===== src/rtl/bram_port_arbiter_pkg.sv =====
// Shared types and constants for the two-port block RAM arbiter.
package bram_port_arbiter_pkg;

    // Arbiter sequencing states
    typedef enum logic [1:0] {
        IDLE  = 2'd0,
        ISSUE = 2'd1,
        WAIT  = 2'd2,
        DONE  = 2'd3
    } state_t;

    // Requester indices (bit positions in the packed request vector)
    localparam logic PORT_A = 1'b0;
    localparam logic PORT_B = 1'b1;

endpackage


===== src/rtl/bram_port_arbiter_rr_pick2.sv =====
// Combinational two-way round-robin picker: on a tie the port that did not win last time is chosen.
module rr_pick2
    import bram_port_arbiter_pkg::*;
(
    input  logic [1:0] i_req,
    input  logic       i_last,
    output logic       o_gnt_valid_c,
    output logic       o_gnt_idx_c
);

    // Pick the single requester, or the one that was not granted last on a tie
    always_comb begin
        o_gnt_valid_c = |i_req;
        o_gnt_idx_c   = PORT_A;
        case (i_req)
            2'b01:   o_gnt_idx_c = PORT_A;
            2'b10:   o_gnt_idx_c = PORT_B;
            2'b11:   o_gnt_idx_c = ~i_last;
            default: o_gnt_idx_c = PORT_A;
        endcase
    end

endmodule


===== src/rtl/bram_port_arbiter.sv =====
// Shares one single-port block RAM between an instruction-fetch port (A) and a load/store port (B).
module bram_port_arbiter
    import bram_port_arbiter_pkg::*;
#(
    parameter int unsigned ADDR_W = 15,
    parameter int unsigned DATA_W = 32,
    parameter int unsigned RD_LAT = 1
) (
    input  logic              clk,
    input  logic              rst,
    input  logic              a_req,
    input  logic              a_we,
    input  logic [ADDR_W-1:0] a_addr,
    input  logic [DATA_W-1:0] a_din,
    output logic              a_done,
    output logic [DATA_W-1:0] a_rdata,
    input  logic              b_req,
    input  logic              b_we,
    input  logic [ADDR_W-1:0] b_addr,
    input  logic [DATA_W-1:0] b_din,
    output logic              b_done,
    output logic [DATA_W-1:0] b_rdata,
    output logic [ADDR_W-1:0] mem_addr,
    output logic [DATA_W-1:0] mem_din,
    output logic              mem_we,
    input  logic [DATA_W-1:0] mem_dout,
    output logic              busy
);

    localparam int unsigned CNT_W = $clog2(RD_LAT) + 1;

    state_t            r_state;
    logic              r_winner;
    logic              r_last;
    logic              r_wr;
    logic [CNT_W-1:0]  r_cnt;

    logic              w_gnt_valid;
    logic              w_gnt_idx;
    logic              w_sel_we;
    logic [ADDR_W-1:0] w_sel_addr;
    logic [DATA_W-1:0] w_sel_din;

    rr_pick2 u_pick (
        .i_req         ({b_req, a_req}),
        .i_last        (r_last),
        .o_gnt_valid_c (w_gnt_valid),
        .o_gnt_idx_c   (w_gnt_idx)
    );

    assign w_sel_we   = (w_gnt_idx == PORT_B) ? b_we   : a_we;
    assign w_sel_addr = (w_gnt_idx == PORT_B) ? b_addr : a_addr;
    assign w_sel_din  = (w_gnt_idx == PORT_B) ? b_din  : a_din;

    // Grant, drive the RAM, wait out its read latency, then return data and pulse done
    always_ff @(posedge clk or negedge rst) begin
        if (!rst) begin
            r_state  <= IDLE;
            r_winner <= PORT_A;
            r_last   <= PORT_B;
            r_wr     <= 1'b0;
            r_cnt    <= '0;
            a_done   <= 1'b0;
            b_done   <= 1'b0;
            a_rdata  <= '0;
            b_rdata  <= '0;
            mem_addr <= '0;
            mem_din  <= '0;
            mem_we   <= 1'b0;
            busy     <= 1'b0;
        end else begin
            a_done <= 1'b0;
            b_done <= 1'b0;
            case (r_state)
                IDLE: begin
                    // The done cycle is a turnaround: the served port still shows its old req
                    if (w_gnt_valid && !a_done && !b_done) begin
                        r_winner <= w_gnt_idx;
                        r_wr     <= w_sel_we;
                        mem_addr <= w_sel_addr;
                        mem_din  <= w_sel_din;
                        mem_we   <= w_sel_we;
                        busy     <= 1'b1;
                        r_state  <= ISSUE;
                    end
                end
                ISSUE: begin
                    mem_we  <= 1'b0;
                    r_cnt   <= CNT_W'(RD_LAT - 1);
                    r_state <= (RD_LAT == 1) ? DONE : WAIT;
                end
                WAIT: begin
                    r_cnt <= r_cnt - CNT_W'(1);
                    if (r_cnt <= CNT_W'(1)) begin
                        r_state <= DONE;
                    end
                end
                DONE: begin
                    if (r_winner == PORT_A) begin
                        a_done <= 1'b1;
                        if (!r_wr) a_rdata <= mem_dout;
                    end else begin
                        b_done <= 1'b1;
                        if (!r_wr) b_rdata <= mem_dout;
                    end
                    r_last  <= r_winner;
                    busy    <= 1'b0;
                    r_state <= IDLE;
                end
                default: r_state <= IDLE;
            endcase
        end
    end

endmodule

===== config.mk =====
export PLATFORM = sky130hd
export DESIGN_NAME = bram_port_arbiter
export DESIGN_NICKNAME = d
export VERILOG_FILES = /design/src/rtl/bram_port_arbiter_pkg.sv /design/src/rtl/bram_port_arbiter_rr_pick2.sv /design/src/rtl/bram_port_arbiter.sv
export SDC_FILE = /design/constraint.sdc
export NUM_CORES = 1
export LEC_CHECK = 0
export BUFFER_PORTS_ARGS = -buffer_cell sky130_fd_sc_hd__clkbuf_2
export CELL_PAD_IN_SITES_DETAIL_PLACEMENT = 0
export CELL_PAD_IN_SITES_GLOBAL_PLACEMENT = 2
export CORE_MARGIN = 2
export CORE_UTILIZATION = 31
export DETAILED_ROUTE_END_ITERATION = 12
export PLACE_DENSITY = 0.78
export SYNTH_ARGS = -nofsm -noshare
export SYNTH_HDL_FRONTEND = slang
export SYNTH_SLANG_ARGS = --single-unit

===== constraint.sdc =====
create_clock -name clk -period 2.2 [get_ports clk]
set_clock_uncertainty 0.2 [all_clocks]
set_input_delay 0.22 -clock clk [delete_from_list [all_inputs] [get_ports clk]]
set_output_delay 0.22 -clock clk [all_outputs]
set_load 0.01 [all_outputs]

=== After elaboration in Yosys (flattened, before gate mapping) ===
Index checks and enable logic that the tools add are counted.
Widths: inputs -> output; s select.

* Add/subtract/negate cells: 1
* Multiply operators: 0
* Divide/modulo/power cells: 0
* $lt $le $gt $ge: 1
* Equal/unequal tests: 7
* Shift operators: 0
* Multiplexer cells: 16
* Bitwise logic cells: 3
* Reductions and logical operators: 15

{| class="wikitable"
|+ Operators with widths
! cell !! count
|-
| $mux 32 || 1
|-
| $mux 15 || 1
|-
| $eq 2x2->1 const B || 4
|-
| $pmux 1 s2 || 4
|-
| $pmux 2 s4 || 1
|-
| $reduce_and 2->1 || 4
|-
| $mux 1 || 7
|-
| $reduce_and 3->1 || 2
|-
| $reduce_bool 2->1 || 3
|-
| $mux 2 || 2
|-
| $ne 2x2->1 const B || 2
|-
| $not 1->1 || 3
|-
| $eq 2x1->1 const B || 1
|-
| $logic_and 1x1->1 || 2
|-
| $logic_not 1->1 || 2
|-
| $logic_not 2->1 || 1
|-
| $reduce_or 2->1 || 1
|-
| $le 1x1->1 const B || 1
|-
| $sub 1x1->1 const B || 1
|}

* Bits in registers: 121
* Bits in latches: 0
* Memory bits (writable): 0
* Memory bits (read-only): 0
* Input port bits: 132
* Output and inout port bits: 115
* Word-level logic and storage cells: 56
* Memories: 0

=== Longest topological paths before layout ===
Gate-level depths: netlist of the first run.

* Word-level depth: 5
* Gate-level depth with buffers: 6
* Mapped depth without buffers: 5

=== By module ===
From an unflattened synthesis of the first run, not the netlist that was laid out.

* Cells, all modules: 376
* Area total of the unflattened synthesis: 5137.4 um2

{| class="wikitable"
|+ By module, submodules not included
! module !! instances !! cells each !! area each (um2) !! sequential area each (um2)
|-
| bram_port_arbiter || 1 || 374 || 5123.7 || 3004.1
|-
| rr_pick2 || 1 || 2 || 13.8 || 0.0
|}

=== Least setup slack after synthesis of the first run ===
Ideal clock, no wire load.

* Kind: reg-to-reg
* From: register r_state[0]
* To: register b_rdata[0]
* Library setup time: 128 ps
* Arrival: 1512 ps
* Data required time: 1872 ps
* Setup slack: 360 ps
* Stages on the path, launching flop included: 7
* Buffers on the path: 2
* Period minus slack after synthesis: 1840 ps
* Cells stage by stage: dfrtp_1 -> ha_1 -> and2_1 -> nand2b_1 -> clkbuf_1 -> buf_4 -> mux2_1

* Cells in the longest elaborated chain, start to end: 2

{| class="wikitable"
|+ Ends and longest elaborated chain
! item !! RTL line !! text
|-
| start, declared || bram_port_arbiter.sv:32 || <nowiki>state_t r_state;</nowiki>
|-
| start signal, assigned || bram_port_arbiter.sv:90 || <nowiki>r_state <= (RD_LAT == 1) ? DONE : WAIT;</nowiki>
|-
| $eq 2x2->1 || bram_port_arbiter.sv:74 || <nowiki>case (r_state)</nowiki>
|-
| $reduce_and 3->1 (no source line) || -- ||
|-
| end signal, assigned || bram_port_arbiter.sv:104 || <nowiki>if (!r_wr) b_rdata <= mem_dout;</nowiki>
|-
| end, declared || bram_port_arbiter.sv:22 || <nowiki>output logic [DATA_W-1:0] b_rdata,</nowiki>
|}

Every way passes these cells.
A chain may end at the register's enable or synchronous reset.

=== Worst setup path in the final report of the first run ===
* From: register r_last
* To: register mem_we

* Cells in the longest elaborated chain, start to end: 5

{| class="wikitable"
|+ Ends and longest elaborated chain
! item !! RTL line !! text
|-
| start, declared || bram_port_arbiter.sv:34 || <nowiki>logic r_last;</nowiki>
|-
| start signal, assigned || bram_port_arbiter.sv:106 || <nowiki>r_last <= r_winner;</nowiki>
|-
| $not 1->1 || bram_port_arbiter_rr_pick2.sv:18 || <nowiki>2'b11: o_gnt_idx_c = ~i_last;</nowiki>
|-
| $pmux 1 s2 || bram_port_arbiter_rr_pick2.sv:15 || <nowiki>case (i_req)</nowiki>
|-
| $mux 1 || bram_port_arbiter.sv:51 || <nowiki>assign w_sel_we = (w_gnt_idx == PORT_B) ? b_we : a_we;</nowiki>
|-
| $mux 1 || bram_port_arbiter.sv:77 || <nowiki>if (w_gnt_valid && !a_done && !b_done) begin</nowiki>
|-
| $pmux 1 s2 || bram_port_arbiter.sv:74 ||
|-
| end signal, assigned || bram_port_arbiter.sv:82 || <nowiki>mem_we <= w_sel_we;</nowiki>
|-
| end, declared || bram_port_arbiter.sv:25 || <nowiki>output logic mem_we,</nowiki>
|}

Every way passes these cells. The select of a mux whose other input is x is not followed.

==> qor.yml, run 1 <==
fin_area_mm2: 0.00882
ant_nets: 0
setup_slack_ns: 0.185
wl_per_cell_um: 14.9
dp_hpwl_um: 9310
layout.cells.most_common: "clkbuf_2"
holdBufCountCts: 129
nets: 845
grt_util_all_layers: 0.156
tns_ns: 0
rsz0062_at_grt: "false"
place_inst: 786
crit_family: "buffers and inverters"
setup_violations: 0
avgSynthCellArea_um2: 16.6
swShare: 0.314
p_total_mw: 11.5
cts_setup_buffers: 0
whs_ns: 0.0594
fmax_ghz: 0.496
tritoncts: "built"
vias_per_cell: 4.34
clk_pin_slew_ns: 0.06
initial_core_util: 0.314
synth.top_cells.by_area: "dfrtp_1 55%, mux2_1 13%, mux2_4 13%"
pwr-share-comb: 0.392
netlist_area_mm2: 0.00538
crit_slowest_cell: "dlygate4sd3_1"
dieArea_mm2: 0.0184
ys_seq_area_frac: 0.558
worstSetupStartpointType: "flip-flop"
cpPeakStageDelay_ns: 0.60
fin_crit_sh: 0.916
grt_pass1_wl_um: 21900
netlist_instances: 324
antennaDiodeCount: 0
vias: 4107
yosys_register_bits: 120
clock-sinks: 120
post-route-min-period_ns: 2.01
intPower_mw: 7.90
synth_top_area_cell: "dfrtp_1"
finalWirelength_um: 14100
layout_common_cells: "245 x clkbuf_2, 129 x dlygate4sd3_1, 119 x dfrtp_1"
fp.dieH_um: 136
cts_resized: 0
power_leakage_nw: 4.25
io_pins: 247
area_growth_pct: 63.9
rows: 48
grt_overflow: 0
core-area_mm2: 0.0171
cts_buffers: 17
worstPathArrival_ns: 2.10
slew_viol_final: 0
drive_gt1_frac: 0.543
grt_max_degree: 121
path_buf_inv: 2
io_buffer_count: 246
grt_antenna_before_repair: 0
power_frac_seq: 0.348
worstSetupPathType: "flip-flop to flip-flop"
status: "complete, no violations"
cp_max_fo: 17
ir_drop_v: 0.000519
cts.path.max_buffers: 2
ctsHtreeMaxLevel: 4
drt-initial-drc-count: 129
final_cells: 947
worstSkewPairLatency_ns: 0.41
yosys.area.top_type_share: 0.553
place_area_mm2: 0.00688
place_ws_ns: 0.245
min_path_type: "primary input to flip-flop"
relSlewSlack: 0.541
path_cells: "a21boi_4 -> buf_12 -> mux2i_1 -> dlygate4sd3_1 -> o22ai_1"
worstMarginPinSlew_ns: 0.688
yosysWarnings: 0
maxCapViolCount: 0
cp.required_ns: 2.29
ys_types: 28
p_clk_frac: 0.260
final_util: 0.515
cts.root.buffer_cell: "clkbuf_16"
synth_nets: 460
p_switching_mw: 3.61
die_x_um: 136
power_density_mw_per_mm2: 1310
dr.pass1.iters: 3
gp_congestion: 0.749
final-hold-violation-count: 0
end_kind: "flip-flop"
drc: 0
grt_pass1_vias: 4475
-- worst paths after layout --
check                              end  slack [ns]        from  cells past startpoint
hold reg to reg             a_rdata[7]        0.29  a_rdata[7]                      1
setup reg to reg                mem_we        0.19      r_last                      5
max in group asynchronous  mem_din[23]        1.03         rst                      3
min in group asynchronous   mem_din[5]        0.21         rst                      3
setup / recovery                mem_we        0.19      r_last                      5
hold / removal                    r_wr        0.06       b_req                      4
-- sequential cells by signal (all words and copies together), names as in the netlist --
| name | cells |
|---|---|
| a_rdata | 32 |
| b_rdata | 32 |
| mem_din | 32 |
| mem_addr | 15 |
| r_state | 2 |
| a_done | 1 |
| b_done | 1 |
| busy | 1 |
| mem_we | 1 |
| r_last | 1 |
| r_winner | 1 |
| r_wr | 1 |
-- power by group through the flow --
stage | clock (mW) | sequential (mW) | combinational (mW)
floorplan | 0 | 4.46 | 2.16
global placement | 0 | 4.01 | 4.27
detailed placement | 0 | 4.02 | 4.40
CTS | 3.08 | 4.01 | 4.58
global route | 3.19 | 4.14 | 4.85
finish | 2.99 | 4.00 | 4.51
-- tightest hold or removal path, stage by stage --
cell and delay (ns):
clkbuf_2 0.09, or2_4 0.12, a31oi_1 0.08, a21oi_1 0.11
-- routing by layer --
| metal | up-vias | track usage | routed length (um) |
|---|---|---|---|
| met3 | 28 | 0.0393 | 766 |
| li1 | 1920 | - | - |
| met4 | 0 | 0.0770 | 400 |
| met2 | 144 | 0.279 | 7480 |
| met1 | 2015 | 0.171 | 5510 |
| met5 | - | 0 | 0 |
-- cells in the mapped netlist --
master	instances
nor2_1	1
buf_2	4
o21ai_0	1
inv_1	3
nand4_1	1
dfrtp_1	119
ha_1	4
nor2b_1	2
a2bb2oi_1	1
buf_4	6
buf_8	1
buf_12	4
dfstp_2	1
a31oi_1	1
and2_1	1
mux2_2	50
a21oi_1	1
clkbuf_1	1
mux2i_1	2
or2_4	1
and3_4	1
a21boi_2	1
buf_6	3
mux2_4	47
nand2b_1	1
mux2_1	64
a21bo_2	1
o22ai_1	1
-- cell families (layout without fill, tap and decap cells) --
family | count (synthesis) | in the layout | synth area share
adder cells (fa/ha/maj) | 4 | 4 | 0.00930
buffers and inverters | 22 | 420 | 0.0388
AND/OR/NAND/NOR | 8 | 8 | 0.0102
multiplexers | 163 | 163 | 0.373
flip-flops | 120 | 120 | 0.558
AO/OA/AOI/OAI | 7 | 7 | 0.00977
-- layout make-up --
type | instances | area (um^2)
fillers | 1482 | 8300
flip-flops and latches | 120 | 3000
repair buffers | 385 | 2690
multi-input cells | 182 | 2180
clock buffers | 21 | 480
well taps | 225 | 282
clock inverters | 11 | 168
inverters | 3 | 11.3
No activity file was read; power rests on OpenSTA's default activity.
==> inputs of run 2 (changes only) <==
--- a/config.mk
+++ b/config.mk
@@ -9,9 +9,9 @@
 export CELL_PAD_IN_SITES_DETAIL_PLACEMENT = 0
 export CELL_PAD_IN_SITES_GLOBAL_PLACEMENT = 2
 export CORE_MARGIN = 2
-export CORE_UTILIZATION = 31
+export CORE_UTILIZATION = 33
 export DETAILED_ROUTE_END_ITERATION = 12
-export PLACE_DENSITY = 0.78
+export PLACE_DENSITY = 0.82
 export SYNTH_ARGS = -nofsm -noshare
 export SYNTH_HDL_FRONTEND = slang
 export SYNTH_SLANG_ARGS = --single-unit
==> constraint.sdc (replaced) <==
create_clock -name clk -period 2.5 [get_ports clk]
set_clock_uncertainty 0.2 [all_clocks]
set_input_delay 0.25 -clock clk [delete_from_list [all_inputs] [get_ports clk]]
set_output_delay 0.25 -clock clk [all_outputs]
set_load 0.01 [all_outputs]
==> qor.yml, run 2 (synthesis results as in run 1) <==
path_buf_inv: 2
wl_per_cell_um: 15.2
core-area_mm2: 0.0159
cts.path.max_buffers: 2
clock-sinks: 120
timing.rr.start: "r_last"
worstSkewPairLatency_ns: 0.40
worst-r2r-cell-count: 5
cts.root.buffer_cell: "clkbuf_16"
dieArea_mm2: 0.0173
finalWirelength_um: 13300
antennaDiodeCount: 0
setup_slack_ns: 0.101
drive_gt1_frac: 0.585
tns_ns: 0
fin_crit_sh: 0.959
fp.dieH_um: 132
ir_drop_v: 0.000488
tritoncts: "built"
rows: 46
slew_viol_final: 0
worstPathArrival_ns: 2.48
post-route-min-period_ns: 2.40
io_pins: 247
worstMarginPinSlew_ns: 0.684
min_path_type: "primary input to flip-flop"
power_density_mw_per_mm2: 1210
crit_slowest_cell: "dlygate4sd3_1"
grt_max_degree: 67
worstHoldEndpoint: "mem_din[19]"
dp_hpwl_um: 9500
worstSetupStartpointType: "flip-flop"
end_kind: "flip-flop"
layout.cells.most_common: "clkbuf_2"
final-hold-violation-count: 0
nets: 788
min-delay-start: "a_din[19]"
vias_per_cell: 4.36
power_leakage_nw: 3.99
grt_overflow: 0
maxCapViolCount: 0
r2r_slack_ns: 0.10
layout_common_cells: "245 x clkbuf_2, 119 x dfrtp_1, 73 x dlygate4sd3_1"
largest_registers: "a_rdata (32), b_rdata (32), mem_din (32)"
area_growth_pct: 51.9
place_ws_ns: 0.532
grt_antenna_before_repair: 0
rsz0062_at_grt: "false"
vias: 3834
die_x_um: 132
final_util: 0.515
relSlewSlack: 0.544
path_cells: "a21boi_4 -> buf_6 -> mux2_2 -> dlygate4sd3_1 -> mux2_4"
ant_nets: 0
grt_pass1_wl_um: 21700
crit_family: "buffers and inverters"
status: "complete, no violations"
holdPathStages: 3
cts_buffers: 17
setup_violations: 0
fmax_ghz: 0.417
r2r_end: "mem_din[20]"
cp_max_fo: 38
worstSetupPathType: "flip-flop to flip-flop"
gp_congestion: 0.739
clk_pin_slew_ns: 0.05
cp.required_ns: 2.58
drc: 0
cpPeakStageDelay_ns: 0.56
ctsHtreeMaxLevel: 4
grt_util_all_layers: 0.159
dr.pass1.iters: 4
grt_pass1_vias: 4315
initial_core_util: 0.339
drt-initial-drc-count: 83
io_buffer_count: 246
run 2: worst max path at each step:
stage / from / to / slack (ns) / cells after the start
floorplan: r_state[0] / b_rdata[0] / 0.66 / 6
global placement: r_state[0] / mem_din[14] / 0.58 / 5
detailed placement: r_state[0] / a_rdata[10] / 0.53 / 5
CTS: r_last / mem_din[23] / 0.01 / 5
global route: r_last / mem_addr[6] / 0.03 / 5
finish: r_last / mem_din[20] / 0.10 / 5
run 2: what timing repair did:
action	CTS	global route
endpoints found under the setup margin	0	4
gates resized for setup	0	1
setup buffers	0	0
hold buffers	73	0
hold endpoints to repair	208	0
run 2: tightest hold or removal path: cells and delay by family:
family	cells	cell delay, ns
buf+inv	1	0.07
mux	2	0.26
run 2: metrics by stage:
step	hold slack, ns	total power [mW]	std cells	area (um^2)
6_report	0.0151	9.93	879	8170
5_1_grt	0.00283	10.5	879	8170
4_1_cts	0.000263	10.1	879	8170
3_5_place_dp	0.0943	7.36	776	6820
3_3_place_gp	0.0820	7.24	776	6820
2_1_floorplan	-0.246	5.83	324	5380
run 2: final cells by class:
class                      instances  area (um^2)
tap                              216          270
timing repair buffer             328         2090
sequential                       120         3000
multi-input combinational        182         2180
fill                            1419         7710
inverter                           3         11.3
clock inverter                     9          148
clock buffer                      21          470
run 2: layer usage:
| layer | wire length, um | part of all wire | track usage |
|---|---|---|---|
| met3 | 649 | 0.049 | 0.0405 |
| met4 | 281 | 0.021 | 0.0713 |
| met2 | 7260 | 0.55 | 0.295 |
| met5 | 0 | 0 | 0 |
| met1 | 5130 | 0.38 | 0.169 |
run 2: report_power, final:
| part | internal, mW | total, mW | switching [mW] |
|---|---|---|---|
| clock | 1.73 | 2.54 | 0.814 |
| sequential | 2.96 | 3.53 | 0.560 |
| combinational | 2.14 | 3.86 | 1.72 |
| total | 6.83 | 9.93 | 3.10 |
